--- src/rtl/control_matrix_core.sv ---
// control_matrix_core: single-cycle soft-CPU core; decodes a 24-bit command into one ALU op
// on an 8-bit accumulator and advances an 8-bit instruction pointer every cycle.
module control_matrix_core (
    input  logic        clock,
    input  logic        reset_n,
    input  logic [23:0] commandIn,
    input  logic [7:0]  value1In,
    input  logic [7:0]  value2In,
    output logic [7:0]  value1Out,
    output logic [7:0]  value1Addy,
    output logic [7:0]  value2Out,
    output logic [7:0]  value2Addy,
    output logic [7:0]  instructionPointer,
    output logic [7:0]  ACC
);
    logic [5:0] w_opcode;
    logic       w_af1, w_af2;
    logic [7:0] w_f1, w_f2, w_op1, w_op2, w_next_acc;
    logic [7:0] r_acc, r_ip;

    assign w_opcode = commandIn[23:18];
    assign w_af1    = commandIn[17];
    assign w_f1     = commandIn[16:9];
    assign w_af2    = commandIn[8];
    assign w_f2     = commandIn[7:0];
    assign w_op1    = w_af1 ? value1In : w_f1;
    assign w_op2    = w_af2 ? value2In : w_f2;

    assign value1Out          = w_op1;
    assign value2Out          = w_op2;
    assign value1Addy         = w_f1;
    assign value2Addy         = w_f2;
    assign ACC                = r_acc;
    assign instructionPointer = r_ip;

    // Reserved opcodes fall through to the hold value, same as NOP.
    always_comb begin
        w_next_acc = (w_opcode == 6'd1) ? w_op1 :
                     (w_opcode == 6'd2) ? w_op1 + w_op2 :
                     (w_opcode == 6'd3) ? w_op1 - w_op2 :
                     (w_opcode == 6'd4) ? w_op1 & w_op2 :
                     (w_opcode == 6'd5) ? w_op1 | w_op2 :
                     (w_opcode == 6'd6) ? w_op1 ^ w_op2 :
                     (w_opcode == 6'd7) ? r_acc + w_op1 :
                     r_acc;
    end

    always_ff @(posedge clock) begin
        if (!reset_n) begin
            r_acc <= 8'h00;
            r_ip  <= 8'h00;
        end else begin
            r_acc <= w_next_acc;
            r_ip  <= r_ip + 8'd1;
        end
    end
endmodule

--- config.mk ---
export PLATFORM = sky130hd
export DESIGN_NAME = control_matrix_core
export DESIGN_NICKNAME = d
export VERILOG_FILES = /design/src/rtl/control_matrix_core.sv
export SDC_FILE = /design/constraint.sdc
export NUM_CORES = 1
export LEC_CHECK = 0
export ABC_AREA = 1
export BUFFER_PORTS_ARGS = -buffer_cell sky130_fd_sc_hd__buf_2
export CORE_ASPECT_RATIO = 0.5
export CORE_MARGIN = 5
export CORE_UTILIZATION = 52
export DETAILED_ROUTE_END_ITERATION = 7
export GPL_TIMING_DRIVEN = 0
export PLACE_DENSITY_LB_ADDON = 0.25
export SYNTH_ARGS = -nofsm -noshare
export SYNTH_HDL_FRONTEND = slang
export SYNTH_SLANG_ARGS = --single-unit
--- constraint.sdc ---
create_clock -name clock -period 2.4 [get_ports clock]
set_input_delay 0.12 -clock clock [delete_from_list [all_inputs] [get_ports clock]]
set_output_delay 0.12 -clock clock [all_outputs]
set_load 0.01 [all_outputs]
# Yosys cells after proc, flatten, opt, wreduce, memory -nomap -nowiden
# Index checks and enable logic that the tools add are counted.
# totals
register_bits,16
output_inout_bits,48
word_cells,26
# classes
add_sub_neg,4
n_eq_ne,7
n_mux,9
bitwise_logic,3
reduce_logical,1
# ops
operator,n
2-to-1 mux 8 bit,9
"== test 6 x 3 -> 1 bit, second input constant",4
adder 8 bit,2
"== test 6 x 2 -> 1 bit, second input constant",2
"adder 8 x 1 -> 8 bit, second input constant",1
bitwise AND 8 bit,1
bitwise OR 8 bit,1
subtractor 8 bit,1
bitwise XOR 8 bit,1
nonzero test 7 bit,1
"== test 6 x 1 -> 1 bit, second input constant",1

# Depth between registers and ports, before layout
# Gate-level depths: netlist of the first run.
# logic_depth
depth_word,9
ltp_mapped,20
mapped_depth_nobuf,20

# Worst setup path before layout of the first run
# Ideal clock, no wire load.
# synth_path
path_type,input-to-reg
startpoint,input commandIn[17]
endpoint,register r_acc[5] (netlist: ACC[5])
setup_time_ps,119
arrival_ps,2123
required_time_ps,2281
path_slack_ps,158
cell_stages,17
n_path_buf,0
path_cell_list,o21ai_0 inv_1 ha_1 nand2_1 nand2_1 nand3_1 nand2_1 nand2_1 nand3_1 nand2_1 nand2_1 nand2_1 nand2_1 nand2_1 nand2_1 nand2_1 a21oi_2
# synth_between
elab_chain_len,9
elab_cells_between_ends,14
classes_between,3 x add/sub; 8 x mux; 3 x bitwise
# synth_rtl
item,line,text
start: declaration,6,"input logic [23:0] commandIn,"
2-to-1 mux 8 bit *,26,assign w_op1 = w_af1 ? value1In : w_f1;
via value1Out[1],9,"output logic [7:0] value1Out,"
adder 8 bit,44,(w_opcode == 6'd7) ? r_acc + w_op1 :
2-to-1 mux 8 bit,44,
2-to-1 mux 8 bit,43,(w_opcode == 6'd6) ? w_op1 ^ w_op2 :
2-to-1 mux 8 bit,42,(w_opcode == 6'd5) ? w_op1 | w_op2 :
2-to-1 mux 8 bit,41,(w_opcode == 6'd4) ? w_op1 & w_op2 :
2-to-1 mux 8 bit,40,(w_opcode == 6'd3) ? w_op1 - w_op2 :
2-to-1 mux 8 bit *,39,(w_opcode == 6'd2) ? w_op1 + w_op2 :
2-to-1 mux 8 bit *,38,w_next_acc = (w_opcode == 6'd1) ? w_op1 :
end signal: assignment,53,r_acc <= w_next_acc;
end: declaration,19,"logic [7:0] r_acc, r_ip;"
# Mark *: on every way through the listed nets, which the timed path passes. The rest lies on a longest branch. The select of a mux whose other input is x is not followed.
# A chain may end at the register's enable or synchronous reset.

# Worst setup path in the final report of the first run
# layout_path
startpoint,input commandIn[17]
endpoint,register r_acc[7] (netlist: ACC[7])
# layout_between
elab_chain_len,9
elab_cells_between_ends,14
classes_between,3 x add/sub; 8 x mux; 3 x bitwise
# layout_rtl
item,line
2-to-1 mux 8 bit *,26
adder 8 bit,44
2-to-1 mux 8 bit,44
2-to-1 mux 8 bit,43
2-to-1 mux 8 bit,42
2-to-1 mux 8 bit,41
2-to-1 mux 8 bit,40
2-to-1 mux 8 bit,39
2-to-1 mux 8 bit *,38
# Mark *: on every way between the ends. The rest lies on a longest branch, timed or not. The select of a mux whose other input is x is not followed.

==> results of run 1 <==
per-layer routing:
layer | vias up | wire length [um] | part of all wire (%) | track usage [%]
li1 | 1569 | - | - | -
met1 | 1372 | 3593 | 43 | 33.45
met2 | 138 | 3707 | 44 | 42.16
met3 | 11 | 966 | 12 | 4.382
met4 | 0 | 85 | 1.0 | 4.912
met5 | - | 0 | 0 | 0
report_power, final:
| part | switching [uW] | internal [uW] |
|---|---|---|
| Sequential | 9.21 | 277 |
| Combinational | 408 | 245 |
| Clock | 86.4 | 145 |
| Total | 503 | 667 |
worst max-delay path, stage by stage:
cell	delay [ns]
clkbuf_4	0.20
inv_4	0.07
or2_2	0.26
o21ai_0	0.24
inv_1	0.15
buf_4	0.19
ha_1	0.20
a21o_1	0.18
a31oi_1	0.16
nand2_1	0.10
a21oi_1	0.12
o21ai_0	0.11
nand3_1	0.09
nand2_1	0.09
a21oi_1	0.15
kinds of logic (layout without fill, tap and decap cells):
| group | Yosys count | after routing | synth area share, % |
|---|---|---|---|
| AO/OA/AOI/OAI | 98 | 98 | 20.20 |
| XOR/XNOR | 3 | 3 | 0.9936 |
| adder cells (fa/ha/maj) | 34 | 34 | 16.93 |
| buffers and inverters | 95 | 192 | 16.46 |
| flip-flops | 16 | 16 | 12.11 |
| multiplexers | 1 | 1 | 0.3784 |
| AND/OR/NAND/NOR | 180 | 180 | 32.92 |
what timing repair did:
action | 4_1_cts | 5_1_grt
resized for setup | 3 | 24
endpoints found under the hold margin | 0 | 0
cloned | 0 | 0
setup buffers | 1 | 4
pin swaps | 0 | 0
endpoints found under the setup margin | 6 | 7
through the flow:
| stage | setup WS [ns] | TNS, ns |
|---|---|---|
| floorplan | 0.1578 | 0 |
| global placement | -0.5710 | -2.587 |
| detailed placement | -0.5917 | -2.757 |
| CTS | 0.009008 | 0 |
| global route | -0.02158 | -0.02158 |
| finish | 0.1558 | 0 |
worst max-delay path by stage:
stage	to	slack [ns]	cells past startpoint
after floorplan	ACC[5]	0.16	17
after global placement	ACC[5]	-0.57	18
after detailed placement	ACC[5]	-0.59	18
after CTS	ACC[1]	0.009	15
after global routing	ACC[7]	-0.02	18
final	ACC[7]	0.16	15
state kept, by name, summed over array words and instances, names as in the netlist:
| name | count |
|---|---|
| ACC | 8 |
| instructionPointer | 8 |
synthesized netlist by cell type:
cell type	instances
nand2_4	3
nand3b_1	2
nor2_4	2
mux2i_1	1
ha_1	31
dfxtp_1	16
o21ai_0	36
nand2_1	88
nand4_1	5
nand3_1	27
a21o_1	1
or2_1	1
buf_4	17
a31oi_1	4
o21bai_1	3
nor2_2	1
fa_1	3
inv_4	2
or2_2	7
xnor2_1	3
nand3_2	1
buf_6	1
inv_2	7
nor2_8	1
o211ai_1	3
clkbuf_1	3
nor2_1	33
nor3_1	3
nor4_1	1
o21a_1	1
or2_0	1
a21oi_1	41
o311ai_2	1
nor3_4	4
buf_2	2
a21oi_2	2
o21ai_1	6
inv_1	63
final cells by class:
| type | instances | share of cell area (%) |
|---|---|---|
| repair buffers | 93 | 14.49 |
| plain buffers | 23 | 4.942 |
| well taps | 70 | 2.641 |
| inverters | 72 | 8.374 |
| multi-input cells | 316 | 58.24 |
| clock buffers | 4 | 1.660 |
| flip-flops and latches | 16 | 9.657 |
cells in the final DEF (no fill, tap or decap), types with 2 or more instances in the layout:
cell type	n
a21oi_1	40
a21oi_2	3
a31oi_1	4
buf_2	89
buf_4	22
clkbuf_1	2
clkbuf_4	2
clkbuf_8	4
dfxtp_1	16
fa_1	3
ha_1	28
ha_2	2
inv_1	58
inv_2	11
inv_4	3
nand2_1	88
nand2_4	3
nand3_1	27
nand3b_1	2
nand4_1	5
nor2_1	32
nor2_2	2
nor2_4	2
nor3_1	3
nor3_4	4
o211ai_1	3
o21ai_0	30
o21ai_1	7
o21ai_2	5
o21bai_1	3
or2_2	7
xnor2_1	3
==> results.sh, run 1 <==
export IMPL_antennaDiodeCount=0
export IMPL_clkLatencyLatePin_ns=0.24
export IMPL_hold_start="reset_n"
export IMPL_arrival_ns=2.42
export IMPL_io_buffers=88
export IMPL_post_route_period_util_pct=93.51
export IMPL_slew_headroom_pct=38.69
export IMPL_p_total_uw=1170
export IMPL_rr_worst_depth=15
export IMPL_num_vias=3090
export IMPL_place_area_sq_um=3173
export IMPL_cts_tree="built"
export IMPL_antenna_found_initial=0
export IMPL_gp_congestion=1.009
export IMPL_yosysSeqAreaShare_pct=12.11
export IMPL_htreeDepth=1
export IMPL_die_area_sq_um=6699
export IMPL_place_detailed_hpwl_mm=6.957
export IMPL_slew_viol_final=0
export IMPL_hold_end="ACC[5]"
export IMPL_fin_worst_skew_ns=0.002504
export IMPL_drtAntennaViolNets=0
export IMPL_fmax_mhz=445.6
export IMPL_root_buffer="clkbuf_8"
export IMPL_drt_pass1_iter_count=4
export IMPL_die_h_um=60.43
export IMPL_cts_clk_slew_worst_paths_ns=0.06
export IMPL_dp_cells=585
export IMPL_num_rows=18
export IMPL_worstReg2RegEnd="ACC[6]"
export IMPL_ff_latch_area_sq_um=320.3
export IMPL_multi_input_area_sq_um=1932
export IMPL_initial_core_util_pct=53.63
export IMPL_grt_max_degree=11
export IMPL_cts_sinks=16
export IMPL_clockBufferDepth=2
export IMPL_grt_pass1_wl_mm=13.17
export IMPL_core_area_sq_um=4932
export IMPL_regToRegSetupSlack_ns=0.32
export IMPL_setup_viol=0
export IMPL_wirelength_mm=8.353
export IMPL_synth_top_area_share_pct=14.66
export IMPL_grt_ovfl_total=0
export IMPL_drt_initial_drc_count=215
export IMPL_cts_buffers=3
export IMPL_yosys_area_top_type="ha_1"
export IMPL_reg2reg_from="ACC[0]"
export IMPL_critical_path_max_fanout=9
export IMPL_postCtsHoldBufs=0
export IMPL_worstSetupPathType="in2reg"
export IMPL_cp_startpoint="commandIn[17]"
export IMPL_synthCells=427
export IMPL_drive_above_1_share_pct=31.30
export IMPL_detail_route_wl_per_cell_um=14.06
export IMPL_powerDensity_nw_per_um2=352.7
export IMPL_leakagePower_uw=0.001835
export IMPL_area_growth_pct=25.40
export IMPL_die_w_um=110.9
export IMPL_drc=0
export IMPL_whs_ns=0.2152
export IMPL_yosysWarnings=0
export IMPL_layout_min_cycle_time_ns=2.244
export IMPL_fin_nets=601
export IMPL_maxCapViolCount=0
export IMPL_via_per_inst=5.202
export IMPL_grt_pass1_vias=2773
export IMPL_postLayoutCoreUtil_pct=67.25
export IMPL_syn_nets=503
export IMPL_fillers=474
export IMPL_cp_end_kind="flop"
export IMPL_critPathRequiredTime_ns=2.57
export IMPL_whs_path_depth=3
export IMPL_status="complete, no violations"
export IMPL_io_pins=90
export IMPL_vdd_drop_max_uv=402.4
export IMPL_netlist_area_sq_um=2645
export IMPL_synthTopCellsByArea="ha_1, nand2_1, dfxtp_1"
export IMPL_synth_cell_types=38
export IMPL_synth_seq_cells=16
export IMPL_grtUsageTotal_pct=24.59
export IMPL_final_cell_area_sq_um=3317
export IMPL_fin_cells=594
export IMPL_worstMarginPinSlew_ns=0.9182
export IMPL_start_kind="input pin"
export IMPL_syn_area_per_cell_sq_um=6.194
export IMPL_min_path_type="in2reg"
export IMPL_hold_viol=0
No activity file was read; power rests on OpenSTA's default activity.
==> run 2: changes to the inputs <==
CORE_UTILIZATION = 50   (was 52)
clock period = 2.2 ns   (was 2.4 ns; I/O delays follow)
==> run 2 against run 1 <==
Largest cell class unchanged. Clock skew is 0.0017 ns lower. Wire length up 0.87%. Combinational power is 16% higher. Critical path depth unchanged. Via count increased by 0.42%. Sequential power rose by 9.4%. Die area increased by 3.5%. First-iteration DRC count is 13% higher. Sequential share of layout area shrank 0.22 points.
==> results.sh, run 2 (synthesized netlist as in run 1, its figures left out) <==
export IMPL_antennaDiodeCount=0
export IMPL_slew_viol_final=0
export IMPL_fin_worst_skew_ns=0.0008130
export IMPL_fin_setup_tns_ns=0
export IMPL_rsz0062_at_grt="false"
export IMPL_vdd_drop_max_uv=420.2
export IMPL_fillers=477
export IMPL_initial_core_util_pct=52.67
export IMPL_wirelength_mm=8.426
export IMPL_io_buffers=88
export IMPL_leakagePower_uw=0.001843
export IMPL_critPathRequiredTime_ns=2.37
export IMPL_die_area_sq_um=6933
export IMPL_fin_nets=602
export IMPL_core_area_sq_um=5022
export IMPL_dp_cells=585
export IMPL_p_total_uw=1273
export IMPL_antenna_found_initial=0
export IMPL_drive_above_1_share_pct=35.69
export IMPL_drtAntennaViolNets=0
export IMPL_layout_min_cycle_time_ns=2.099
export IMPL_detail_route_wl_per_cell_um=14.19
export IMPL_via_per_inst=5.224
export IMPL_cp_end_kind="flop"
export IMPL_clockBufferDepth=2
export IMPL_min_path_type="in2reg"
export IMPL_setup_viol=0
export IMPL_postCtsHoldBufs=0
export IMPL_worst_slack_ns=0.1011
export IMPL_grt_pass1_vias=2789
export IMPL_worstMarginPinSlew_ns=0.9343
export IMPL_fmax_mhz=476.4
export IMPL_status="complete, no violations"
export IMPL_clkLatencyLatePin_ns=0.24
export IMPL_post_route_period_util_pct=95.40
export IMPL_worstSetupPathType="in2reg"
export IMPL_hold_viol=0
export IMPL_arrival_ns=2.27
export IMPL_powerDensity_nw_per_um2=373.5
export IMPL_cts_buffers=3
export IMPL_reg2reg_from="ACC[0]"
export IMPL_critical_path_max_fanout=9
export IMPL_hold_start="reset_n"
export IMPL_slew_headroom_pct=37.61
export IMPL_die_w_um=112.9
export IMPL_maxCapViolCount=0
export IMPL_cts_sinks=16
export IMPL_cts_tree="built"
export IMPL_layout_common_cells="buf_2, nand2_1, inv_1, a21oi_1, nor2_1"
export IMPL_cts_clk_slew_worst_paths_ns=0.06
export IMPL_grt_max_degree=11
export IMPL_drt_initial_drc_count=242
export IMPL_start_kind="input pin"
export IMPL_num_vias=3103
export IMPL_area_growth_pct=28.86
export IMPL_grtUsageTotal_pct=23.86
export IMPL_grt_pass1_wl_mm=13.11
export IMPL_final_common_cell="buf_2"
export IMPL_drc=0
export IMPL_drt_pass1_iter_count=5
export IMPL_htreeDepth=1
export IMPL_fin_cells=594
export IMPL_gp_congestion=1.016
export IMPL_die_h_um=61.43
export IMPL_cp_startpoint="commandIn[17]"
export IMPL_grt_ovfl_total=0
export IMPL_dp_slack_ns=-0.6022
export IMPL_num_rows=18
export IMPL_place_detailed_hpwl_mm=6.731
export IMPL_io_pins=90
export IMPL_root_buffer="clkbuf_8"
[run 2: repair_timing]
action	4_1_cts	5_1_grt
resized for setup	15	44
pin swaps	1	5
setup buffers	4	3
setup endpoints to repair	7	7
[run 2: path summary, 6_finish.rpt]
kind,end,slack (ns),cells past startpoint
setup / recovery,ACC[1],0.10,15
hold / removal,instructionPointer[0],0.20,3
setup reg to reg,ACC[2],0.25,12
hold reg to reg,instructionPointer[0],0.47,1
[run 2: report_power, final]
part | total, uW | switching, uW | internal (uW)
clock | 206 | 85.3 | 121
sequential | 313 | 10.4 | 302
combinational | 754 | 466 | 289
[run 2: metal layers]
layer | routed length, um | global-route usage (%) | up-vias | part of all wire [%]
met1 | 3615 | 31.96 | 1364 | 43
li1 | - | - | 1573 | -
met4 | 141 | 6.507 | 0 | 1.7
met2 | 3707 | 40.82 | 149 | 44
met5 | 0 | 0 | - | 0
met3 | 962 | 4.024 | 17 | 11
[run 2: per-stage QoR]
step / util (%) / area [sq um] / hold WS [ns]
floorplan: - / 2645 / 0.2897
global placement: 63.18 / 3173 / 0.4359
detailed placement: 63.18 / 3173 / 0.4475
CTS: 64.97 / 3263 / 0.1952
global route: 67.86 / 3408 / 0.2450
finish: 67.86 / 3408 / 0.2015
[run 2: final cells by class]
cell class	count	area [sq um]	share of cell area (%)
Tap cell	70	87.58	2.570
Buffer	22	163.9	4.809
Timing Repair Buffer	95	503.0	14.76
Clock buffer	3	41.29	1.211
Multi-Input combinational cell	316	2011	58.99
Inverter	72	280.3	8.223
Sequential cell	16	321.6	9.435
[run 2: worst max-delay path, cell delays in order]
cell     delay (ns)
buf_8          0.13
inv_4          0.06
or2_2          0.30
o21ai_4        0.09
inv_2          0.10
ha_4           0.18
inv_1          0.07
fa_2           0.43
nand2_2        0.10
o21ai_1        0.08
mux2i_1        0.13
nor2_1         0.05
o21ai_1        0.18
nand2_2        0.12
a21oi_2        0.14
